## config.mk

```make
export PLATFORM = sky130hd
export DESIGN_NAME = multicore_mem_arbiter
export DESIGN_NICKNAME = d
export VERILOG_FILES = /design/src/rtl/multicore_mem_arbiter.sv
export SDC_FILE = /design/constraint.sdc
export NUM_CORES = 1
export LEC_CHECK = 0
export ABC_AREA = 1
export CORE_MARGIN = 8
export CORE_UTILIZATION = 26
export CTS_CLUSTER_SIZE = 14
export DETAILED_ROUTE_END_ITERATION = 7
export DONT_BUFFER_PORTS = 1
export GPL_ROUTABILITY_DRIVEN = 1
export SYNTH_ARGS = -nofsm -noshare
export SYNTH_HDL_FRONTEND = slang
export SYNTH_SLANG_ARGS = --single-unit
```

## constraint.sdc

```tcl
create_clock -name clk -period 5.4 [get_ports clk]
set_input_delay 1.35 -clock clk [delete_from_list [all_inputs] [get_ports clk]]
set_output_delay 1.35 -clock clk [all_outputs]
set_load 0.02 [all_outputs]
```

## src/rtl/multicore_mem_arbiter.sv

```systemverilog
// Round-robin arbiter that serialises per-core memory requests onto a single
// RAM port. One transaction is in flight at a time: IDLE -> BUSY -> RESP -> IDLE.
module multicore_mem_arbiter #(
  parameter int NUM_CORES = 4,
  parameter int ADDR_W    = 32,
  parameter int DATA_W    = 32,
  parameter int TIMEOUT   = 255
) (
  input  logic                          clk,
  input  logic                          rst,
  input  logic [NUM_CORES-1:0]          req_vec,
  input  logic [NUM_CORES-1:0]          we_vec,
  input  logic [NUM_CORES*ADDR_W-1:0]   addr_flat,
  input  logic [NUM_CORES*DATA_W-1:0]   wdata_flat,
  output logic [NUM_CORES-1:0]          grant_vec,
  output logic [NUM_CORES-1:0]          done_vec,
  output logic                          err,
  output logic [DATA_W-1:0]             rdata,
  output logic                          ram_req,
  output logic                          ram_we,
  output logic [ADDR_W-1:0]             ram_addr,
  output logic [DATA_W-1:0]             ram_wdata,
  input  logic                          ram_ready,
  input  logic [DATA_W-1:0]             ram_rdata
);

  localparam int PW = $clog2(NUM_CORES);
  localparam int CW = 16;

  typedef enum logic [1:0] {IDLE, BUSY, RESP} state_t;

  state_t          state, state_nxt;
  logic [PW-1:0]   ptr;
  logic [PW-1:0]   sel;
  logic            any_req;
  logic [CW-1:0]   cnt;
  logic            ram_done;
  logic            timed_out;

  // Round-robin pick: first requesting core at or above ptr, wrapping around.
  always_comb begin
    int unsigned j;
    logic        found;
    logic [PW-1:0] idx;
    sel   = '0;
    found = 1'b0;
    j     = 0;
    idx   = '0;
    for (int unsigned i = 0; i < NUM_CORES; i++) begin
      j   = (32'(ptr) + i) % 32'(NUM_CORES);
      idx = PW'(j);
      if (!found && req_vec[idx]) begin
        found = 1'b1;
        sel   = idx;
      end
    end
  end

  // Completion qualifiers for BUSY; a real ready wins over a coincident timeout.
  always_comb begin
    any_req   = |req_vec;
    ram_done  = (state == BUSY) && ram_ready;
    timed_out = (state == BUSY) && !ram_ready && (cnt == CW'(TIMEOUT));
  end

  // State register.
  always_ff @(posedge clk or posedge rst) begin
    if (rst) state <= IDLE;
    else     state <= state_nxt;
  end

  // Next-state logic.
  always_comb begin
    state_nxt = state;
    case (state)
      IDLE:    if (any_req) state_nxt = BUSY;
      BUSY:    if (ram_done || timed_out) state_nxt = RESP;
      RESP:    state_nxt = IDLE;
      default: state_nxt = IDLE;
    endcase
  end

  // Registered outputs, request capture, timeout counter and round-robin pointer.
  always_ff @(posedge clk or posedge rst) begin
    if (rst) begin
      grant_vec <= '0;
      done_vec  <= '0;
      err       <= 1'b0;
      rdata     <= '0;
      ram_req   <= 1'b0;
      ram_we    <= 1'b0;
      ram_addr  <= '0;
      ram_wdata <= '0;
      cnt       <= '0;
      ptr       <= '0;
    end else begin
      case (state)
        IDLE: begin
          if (any_req) begin
            grant_vec <= NUM_CORES'(1) << sel;
            ram_req   <= 1'b1;
            ram_we    <= we_vec[sel];
            ram_addr  <= addr_flat[sel*ADDR_W +: ADDR_W];
            ram_wdata <= wdata_flat[sel*DATA_W +: DATA_W];
            cnt       <= CW'(1);
            ptr       <= (sel == PW'(NUM_CORES - 1)) ? '0 : sel + 1'b1;
          end
        end
        BUSY: begin
          if (ram_done) begin
            ram_req  <= 1'b0;
            err      <= 1'b0;
            rdata    <= ram_we ? '0 : ram_rdata;
            done_vec <= grant_vec;
          end else if (timed_out) begin
            ram_req  <= 1'b0;
            err      <= 1'b1;
            rdata    <= '0;
            done_vec <= grant_vec;
          end else begin
            cnt <= cnt + 1'b1;
          end
        end
        RESP: begin
          grant_vec <= '0;
          done_vec  <= '0;
          err       <= 1'b0;
          cnt       <= '0;
        end
        default: ;
      endcase
    end
  end

endmodule

```

==> results.py, run 1 <==
metrics = {
    "synthesis": {
        "synth.yosys.seq_area_share": 0.371,
        "synthCells": 1373,
        "avgSynthCellArea_um2": 6.24,
        "synth_cell_types": 28,
        "yosysWarnings": 0,
        "syn-num-nets": 1678,
        "synth_area_um2": 8570,
        "yosys_register_bits": 127,
    },
    "sta": {
        "fin_ws_ns": 1.60,
        "finalCritPeriodShare": 0.704,
        "hold_ws_ns": 0.537,
        "setup_violations": 0,
        "worst_pin_slew_ns": 1.05,
        "slew_violations": 0,
        "final.setup.tns_ns": 0,
        "slew_headroom": 0.301,
        "fin_skew_ns": 0.0109,
        "final.min_clock_period_ns": 3.80,
        "rsz0062_at_grt": "no",
        "fmaxAchievable_mhz": 263,
        "finalHoldViolCount": 0,
    },
    "setup_path": {
        "cp.arrival_ns": 4.11,
        "worstPathRequired_ns": 5.71,
        "start_kind": "input port",
        "slowest_delay_ns": 0.70,
        "worstSetupPathType": "input port to flop",
        "crit_chain": "nand2_1, nand2_1, nand2_1, nand2_2, nor2_4, nand2_2, nand3_4, nand2_2, buf_4, nand2_1, nand3_1, nand2_1, nand2_1, nand2_1",
        "path_buf_inv": 1,
        "cp_top_family": "simple AND/OR/NAND/NOR gates",
        "crit_top_cell": "nand2_1",
        "cp_max_fo": 46,
        "cp_slowest_cell": "nand2_2",
        "critPathCaptureType": "flop",
    },
    "run": {
        "drv_cap": 0,
    },
    "clock_network": {
        "cts_tree": "built",
        "clk_path_buf_depth": 2,
        "clockRootBuffer": "clkbuf_16",
        "cts_resized": 0,
        "cts_buffers": 17,
        "hold_buffers": 0,
        "numClockSinks": 127,
        "clk_latency_ns": 0.42,
        "clkSlewWorstSetupHoldPaths_ns": 0.06,
        "post_cts_buffers": 0,
        "h-tree-depth": 4,
    },
    "global_routing": {
        "grt_pass1_vias": 8454,
        "grt_start_max_net_pins": 87,
        "grt_first_pass_wirelength_mm": 47.8,
        "antenna_found_initial": 1,
        "grt_usage": 0.155,
        "overflow": 0,
    },
    "placed_design": {
        "dp.cells": 1743,
        "dpl_cell_area_um2": 8840,
        "hpwl_mm": 23.4,
        "gp_congestion": 0.893,
        "dp_slack_ns": 1.19,
        "numPortBuffers": 0,
    },
    "die": {
        "die_y_um": 198,
        "initial_utilization": 0.263,
        "die_area_um2": 39000,
        "io_pins": 406,
        "core_area_um2": 32500,
        "die_w_um": 198,
        "num_rows": 66,
    },
    "cells_and_area": {
        "final_cells": 1775,
        "layout-drive-gt1-share": 0.0488,
        "final_nets": 1625,
        "syn2layout_area_growth_pct": 10.6,
        "n_antenna_cell": 0,
        "final_area_um2": 9480,
    },
    "power": {
        "vdd_drop_max_mv": 0.530,
        "pwr_density_cell_nw_per_um2": 849,
        "leakage_uw": 0.00540,
    },
    "routing": {
        "vias_per_cell": 4.82,
        "firstDrtPassIters": 5,
        "wl_mm": 31.8,
        "final_antenna_net_count": 0,
        "route.detailed.drc": 0,
        "drt_iter0_drc": 561,
        "routedWlPerCell_um": 17.9,
        "vias": 8551,
    },
    "worst_hold_path": {
        "hold_path_class": "flop to flop",
    },
    "run_status": {
        "status": "finished, final reports clean",
    },
}
## cell usage in the layout (no fill, tap or decap), types with 2 or more instances in the layout
| cell type | instances |
|---|---|
| a21oi_1 | 18 |
| buf_4 | 15 |
| bufinv_16 | 4 |
| clkbuf_16 | 17 |
| clkbuf_8 | 2 |
| clkinv_2 | 2 |
| clkinv_4 | 4 |
| clkinvlp_4 | 3 |
| dfrtp_1 | 127 |
| ha_1 | 6 |
| inv_1 | 192 |
| inv_2 | 4 |
| nand2_1 | 561 |
| nand2_2 | 4 |
| nand3_1 | 278 |
| nand3_4 | 2 |
| nand4_1 | 5 |
| nor2_1 | 15 |
| nor2_4 | 2 |
| nor3_1 | 6 |
| nor4_1 | 3 |
| o21ai_0 | 47 |
| o31ai_1 | 4 |
| xor2_1 | 4 |
## registers in the layout (all words and copies together) (netlist names)
name	count
cnt	16
ram_wdata	32
ram_we	1
grant_vec	4
ram_req	1
done_vec	4
ram_addr	32
state	2
rdata	32
ptr	2
err	1
## cell families after synthesis
kind of cell | count (synthesis) | share of synthesized area
simple gates | 878 | 0.432
flops | 127 | 0.371
buf+inv | 285 | 0.139
compound gates | 73 | 0.0451
xor+xnor | 4 | 0.00409
fa+ha+maj | 6 | 0.00876
## routing by layer
metal,vias up,part of all wire,GRT usage
met5,-,0.00041,0
met4,2,0.021,0.0445
met3,45,0.099,0.0569
met2,400,0.47,0.252
met1,3964,0.41,0.190
li1,4140,-,-
## through the flow
stage	utilization	total power, uW
after floorplan	-	5730
after global placement	0.272	6790
after detailed placement	0.272	6850
after CTS	0.291	8170
after global routing	0.291	8870
final	0.291	8050
## tightest hold or removal path, stage by stage, from the launching register on
cell	delay (ns)
dfrtp_1	0.37
inv_1	0.07
a21oi_1	0.06
## power by group
part	leakage (uW)	total, uW	internal, uW	switching [uW]
Combinational	0.00347	4540	1330	3210
Sequential	0.00162	2240	1380	861
Clock	0.000305	1270	799	470
## synth_stat cells (all sizes together)
master,instances,area [um^2]
inv,198,746
o211ai,1,12.5
nand2,565,2130
nor3,6,30.0
dfrtp,127,3180
nor2,17,71.3
xor2,4,35.0
ha,6,75.1
nand4,5,31.3
buf,62,354
a21oi,18,90.1
or2,1,6.26
nand3,281,1420
o22ai,1,6.26
nor4,3,18.8
o31ai,4,30.0
o21ai,48,240
o21a,1,7.51
clkbuf,25,93.8
## layout make-up
class	instances	area, um^2
Fill cell	3655	23100
Multi-Input combinational cell	961	4250
Clock inverter	13	188
Tap cell	442	553
Sequential cell	127	3180
Timing Repair Buffer	15	113
Inverter	198	751
Clock buffer	19	453
## worst paths after layout
path	startpoint	endpoint	slack [ns]	depth (start not counted)
max	req_vec[2]	ram_addr[21]$_DFFE_PP0P_	1.60	14
min	cnt[4]$_DFFE_PP0P_	cnt[4]$_DFFE_PP0P_	0.54	2
max reg2reg	ptr[0]$_DFFE_PP0P_	ram_addr[21]$_DFFE_PP0P_	1.81	15
min reg2reg	cnt[4]$_DFFE_PP0P_	cnt[4]$_DFFE_PP0P_	0.54	2
max in group asynchronous	rst	ram_addr[20]$_DFFE_PP0P_	3.61	2
min in group asynchronous	rst	rdata[30]$_DFFE_PP0P_	0.77	1
Power figures use the tool's default switching activity.
==> run 2: changes to the inputs <==
- clock period: 5.4 -> 3.8 ns (I/O delays scaled with it)
==> results.py, run 2 (synthesis results as in run 1) <==
metrics = {
    "run_status": {
        "status": "finished, final reports clean",
    },
    "sta": {
        "slew_violations": 0,
        "final.min_clock_period_ns": 3.08,
        "finalCritPeriodShare": 0.810,
        "setup_violations": 0,
        "finalHoldViolCount": 0,
        "fin_skew_ns": 0.0120,
        "rsz0062_at_grt": "no",
        "fmaxAchievable_mhz": 325,
        "final.setup.tns_ns": 0,
        "worst_pin_slew_ns": 0.929,
        "slew_headroom": 0.380,
    },
    "global_routing": {
        "grt_usage": 0.152,
        "grt_pass1_vias": 8172,
        "grt_start_max_net_pins": 131,
        "antenna_found_initial": 0,
        "grt_first_pass_wirelength_mm": 47.1,
        "overflow": 0,
    },
    "setup_path": {
        "worstPathRequired_ns": 4.10,
        "start_kind": "flop",
        "cp_top_family": "simple AND/OR/NAND/NOR gates",
        "path_depth": 14,
        "cp_max_fo": 29,
        "cp.arrival_ns": 3.38,
        "crit_top_cell": "nand2_1",
        "worstSetupPathType": "flop to flop",
        "slowest_delay_ns": 0.72,
        "worstRegToRegCells": 14,
        "path_buf_inv": 2,
        "cp_slowest_cell": "nand3_2",
        "crit_chain": "inv_4, nand2_1, nand2_1, nand2_1, nand2_2, o21ai_0, nand3_2, buf_4, nand3_1, nand2_1, nand2_1, nand2_1, nand2_1, nand2_1",
        "critPathCaptureType": "flop",
    },
    "power": {
        "pwr_density_cell_nw_per_um2": 1200,
        "switching_share": 0.564,
        "leakage_uw": 0.00540,
        "p_seq_frac": 0.278,
        "p_sw_uw": 6430,
        "vdd_drop_max_mv": 0.428,
        "p_int_uw": 4970,
        "combPwrFrac": 0.578,
        "p_clk_frac": 0.144,
        "finalPower_uw": 11400,
    },
    "run": {
        "drv_cap": 0,
    },
    "routing": {
        "wl_mm": 31.0,
        "firstDrtPassIters": 5,
        "vias": 8483,
        "route.detailed.drc": 0,
        "final_antenna_net_count": 0,
        "drt_iter0_drc": 484,
        "routedWlPerCell_um": 17.4,
        "vias_per_cell": 4.77,
    },
    "worst_hold_path": {
        "whs_path_depth": 2,
        "hold_path_class": "flop to flop",
    },
    "cells_and_area": {
        "layout-drive-gt1-share": 0.0494,
        "reg.largest.list": "ram_addr x32, ram_wdata x32, rdata x32",
        "syn2layout_area_growth_pct": 11.0,
        "post-route-util": 0.292,
        "n_antenna_cell": 0,
        "fill_cells": 3602,
        "final_common_cell": "nand2_1",
        "mostFrequentLayoutCells": "nand2_1, nand3_1, inv_1",
        "final_nets": 1628,
        "final_cells": 1778,
    },
    "clock_network": {
        "h-tree-depth": 4,
        "cts_tree": "built",
        "numClockSinks": 127,
        "hold_buffers": 0,
        "clockRootBuffer": "clkbuf_16",
        "clk_latency_ns": 0.42,
        "cts_buffers": 17,
        "post_cts_buffers": 0,
        "clk_path_buf_depth": 2,
        "cts_resized": 0,
        "clkSlewWorstSetupHoldPaths_ns": 0.06,
    },
    "placed_design": {
        "numPortBuffers": 0,
        "hpwl_mm": 22.7,
        "gp_congestion": 0.862,
        "dp.cells": 1746,
    },
    "die": {
        "initial_utilization": 0.263,
        "die_y_um": 198,
        "core_area_um2": 32500,
        "die_w_um": 198,
        "num_rows": 66,
        "die_area_um2": 39000,
        "io_pins": 406,
    },
}
run 2: cell types whose count changed in the layout (fill, tap and decap cells not counted), sizes merged:
cell / previous run / this run
buf: 15 / 18
bufinv: 4 / 2
clkinv: 6 / 5
clkinvlp: 3 / 5
inv: 198 / 199
run 2: metrics by stage:
stage / worst slack (ns) / hold WS [ns] / cell area, um^2
floorplan: 1.28 / 0.475 / 8580
global placement: 0.563 / 0.495 / 8940
detailed placement: 0.494 / 0.523 / 8940
CTS: 0.701 / 0.538 / 9510
global route: 0.423 / 0.562 / 9510
finish: 0.723 / 0.534 / 9510
run 2: worst reg2reg max path: cells and delay by family, from the launching register on:
kind	cells	cell delay, ns
flip-flops	1	0.61
buffers and inverters	2	0.58
AND/OR/NAND/NOR	11	1.52
AO/OA/AOI/OAI	1	0.25
run 2: path summary, 6_finish.rpt:
path | start | slack (ns) | to
max | ptr[0]$_DFFE_PP0P_ | 0.72 | ram_wdata[23]$_DFFE_PP0P_
min in group asynchronous | rst | 0.59 | ram_addr[26]$_DFFE_PP0P_
min reg2reg | cnt[1]$_DFFE_PP0P_ | 0.53 | cnt[1]$_DFFE_PP0P_
min | cnt[1]$_DFFE_PP0P_ | 0.53 | cnt[1]$_DFFE_PP0P_
max reg2reg | ptr[0]$_DFFE_PP0P_ | 0.72 | ram_wdata[23]$_DFFE_PP0P_
max in group asynchronous | rst | 2.67 | ram_addr[13]$_DFFE_PP0P_
run 2: area by class of cell:
type                       count  area, um^2  area share
timing repair buffer          18         210      0.0221
clock inverter                13         140      0.0147
multi-input combinational    961        4250       0.447
clock buffer                  19         433      0.0455
sequential                   127        3180       0.334
tap                          442         553      0.0581
inverter                     198         749      0.0788
run 2: layer usage:
| metal | wire length (um) | global-route usage |
|---|---|---|
| met5 | 0 | 0 |
| met4 | 750 | 0.0517 |
| met3 | 3060 | 0.0535 |
| met2 | 14500 | 0.241 |
| met1 | 12700 | 0.191 |
run 2: power groups by stage:
stage,combinational (uW),sequential [uW],clock [uW]
2_1_floorplan,5220,2920,0
3_3_place_gp,6510,3200,0
3_5_place_dp,6660,3190,0
4_1_cts,6680,3180,1710
5_1_grt,7600,3250,1760
6_report,6580,3170,1640
==> run 3: changes to the inputs <==
- clock period: 3.8 -> 2.5 ns (I/O delays scaled with it)
==> results.py, run 3 (synthesis results as in run 1) <==
metrics = {
    "cells_and_area": {
        "layout-drive-gt1-share": 0.0637,
        "n_antenna_cell": 0,
        "syn2layout_area_growth_pct": 13.8,
        "final_common_cell": "nand2_1",
        "final_nets": 1643,
        "post-route-util": 0.300,
        "final_area_um2": 9760,
        "reg.largest.list": "ram_addr x32, ram_wdata x32, rdata x32",
        "mostFrequentLayoutCells": "nand2_1, nand3_1, inv_1",
    },
    "placed_design": {
        "gp_congestion": 0.854,
        "numPortBuffers": 0,
        "hpwl_mm": 23.8,
        "dpl_cell_area_um2": 9130,
        "dp_slack_ns": 0.0533,
    },
    "clock_network": {
        "numClockSinks": 127,
        "clk_latency_ns": 0.42,
        "hold_buffers": 0,
        "clk_path_buf_depth": 2,
        "cts_buffers": 17,
        "cts_tree": "built",
        "clockRootBuffer": "clkbuf_16",
        "h-tree-depth": 4,
        "clkSlewWorstSetupHoldPaths_ns": 0.07,
    },
    "sta": {
        "final.setup.tns_ns": 0,
        "worst_pin_slew_ns": 0.871,
        "final.min_clock_period_ns": 2.28,
        "fin_skew_ns": 0.0110,
        "fin_ws_ns": 0.216,
        "slew_violations": 0,
        "slew_headroom": 0.414,
        "finalCritPeriodShare": 0.914,
        "fmaxAchievable_mhz": 438,
        "finalHoldViolCount": 0,
        "setup_violations": 0,
        "rsz0062_at_grt": "no",
    },
    "power": {
        "leakage_uw": 0.00553,
        "vdd_drop_max_mv": 0.883,
        "pwr_density_cell_nw_per_um2": 1840,
    },
    "setup_path": {
        "cp_max_fo": 21,
        "worstSetupPathType": "flop to flop",
        "cp-startpoint": "ptr[0]$_DFFE_PP0P_",
        "start_kind": "flop",
        "rr_startpoint": "ptr[0]$_DFFE_PP0P_",
        "worstPathRequired_ns": 2.86,
        "cp.arrival_ns": 2.65,
        "critPathCaptureType": "flop",
    },
    "routing": {
        "routedWlPerCell_um": 17.5,
        "wl_mm": 31.4,
        "drt_iter0_drc": 522,
        "final_antenna_net_count": 0,
        "vias_per_cell": 4.80,
        "firstDrtPassIters": 5,
        "route.detailed.drc": 0,
        "vias": 8610,
    },
    "die": {
        "die_y_um": 198,
        "io_pins": 406,
        "initial_utilization": 0.263,
        "num_rows": 66,
        "die_area_um2": 39000,
        "die_w_um": 198,
        "core_area_um2": 32500,
    },
    "global_routing": {
        "grt_first_pass_wirelength_mm": 47.2,
        "overflow": 0,
        "antenna_found_initial": 0,
        "grt_pass1_vias": 8417,
        "grt_usage": 0.152,
        "grt_start_max_net_pins": 54,
    },
    "run_status": {
        "status": "finished, final reports clean",
    },
    "worst_hold_path": {
        "hold_path_class": "input port to asynchronous set/reset pin",
    },
    "run": {
        "drv_cap": 0,
    },
}
## run 3: cell types whose count changed in the layout (fill, tap and decap cells not counted), moves of 2 or more
cell and delta:
buf_4 +3, nor2_2 +2, buf_6 +3, clkinv_2 -3, inv_8 +6, inv_6 +2
buf_12 +7, clkbuf_1 -2
## run 3: layer usage
metal	up-vias	GRT usage	part of all wire	wire (um)
met3	24	0.0446	0.088	2780
li1	4191	-	-	-
met4	0	0.0376	0.013	399
met1	4002	0.192	0.41	13000
met2	393	0.251	0.49	15200
met5	-	0	0	0
## run 3: critical path, cell delays in order (launching register included)
cell and delay (ns):
dfrtp_2 0.46, inv_4 0.09, nand2_1 0.06, nand2_1 0.08
nand2_1 0.11, nand2_2 0.15, nor2_4 0.15, nand4_1 0.15
nand3_4 0.13, buf_4 0.21, buf_4 0.29, nand3_1 0.14
nand2_1 0.09, nand2_1 0.04, nand2_1 0.06
## run 3: final timing paths
kind | depth (start not counted) | slack [ns] | end
worst max register to register | 14 | 0.22 | ram_wdata[11]$_DFFE_PP0P_
worst min-delay path | 1 | 0.14 | ram_addr[28]$_DFFE_PP0P_
min in group clk | 2 | 0.36 | rdata[2]$_DFFE_PP0P_
worst min register to register | 2 | 0.53 | cnt[1]$_DFFE_PP0P_
max in group asynchronous | 2 | 1.72 | ram_addr[13]$_DFFE_PP0P_
worst max-delay path | 14 | 0.22 | ram_wdata[11]$_DFFE_PP0P_
## run 3: area by class of cell
cell class,instances,area (um^2)
clock buffer,17,425
clock inverter,15,164
fill,3625,22800
inverter,198,752
multi-input combinational,962,4260
sequential,127,3180
tap,442,553
timing repair buffer,32,422
## run 3: through the flow
stage	instances	power [uW]	hold slack [ns]
after detailed placement	1760	15400	0.529
final	1793	17900	0.140
after global routing	1793	19800	0.156
after CTS	1792	18100	0.137
after floorplan	1373	12400	0.475
after global placement	1760	15200	0.497
## run 3: report_power, final
group / leakage [uW] / switching, uW / internal, uW
sequential: 0.00162 / 1810 / 2980
clock: 0.000283 / 1110 / 1420
combinational: 0.00363 / 7130 / 3470
total: 0.00553 / 10000 / 7870
## run 3: what timing repair did
action                                  CTS  global route
gates resized for setup                   0            10
endpoints found under the setup margin    0            69
buffers inserted                          0             0
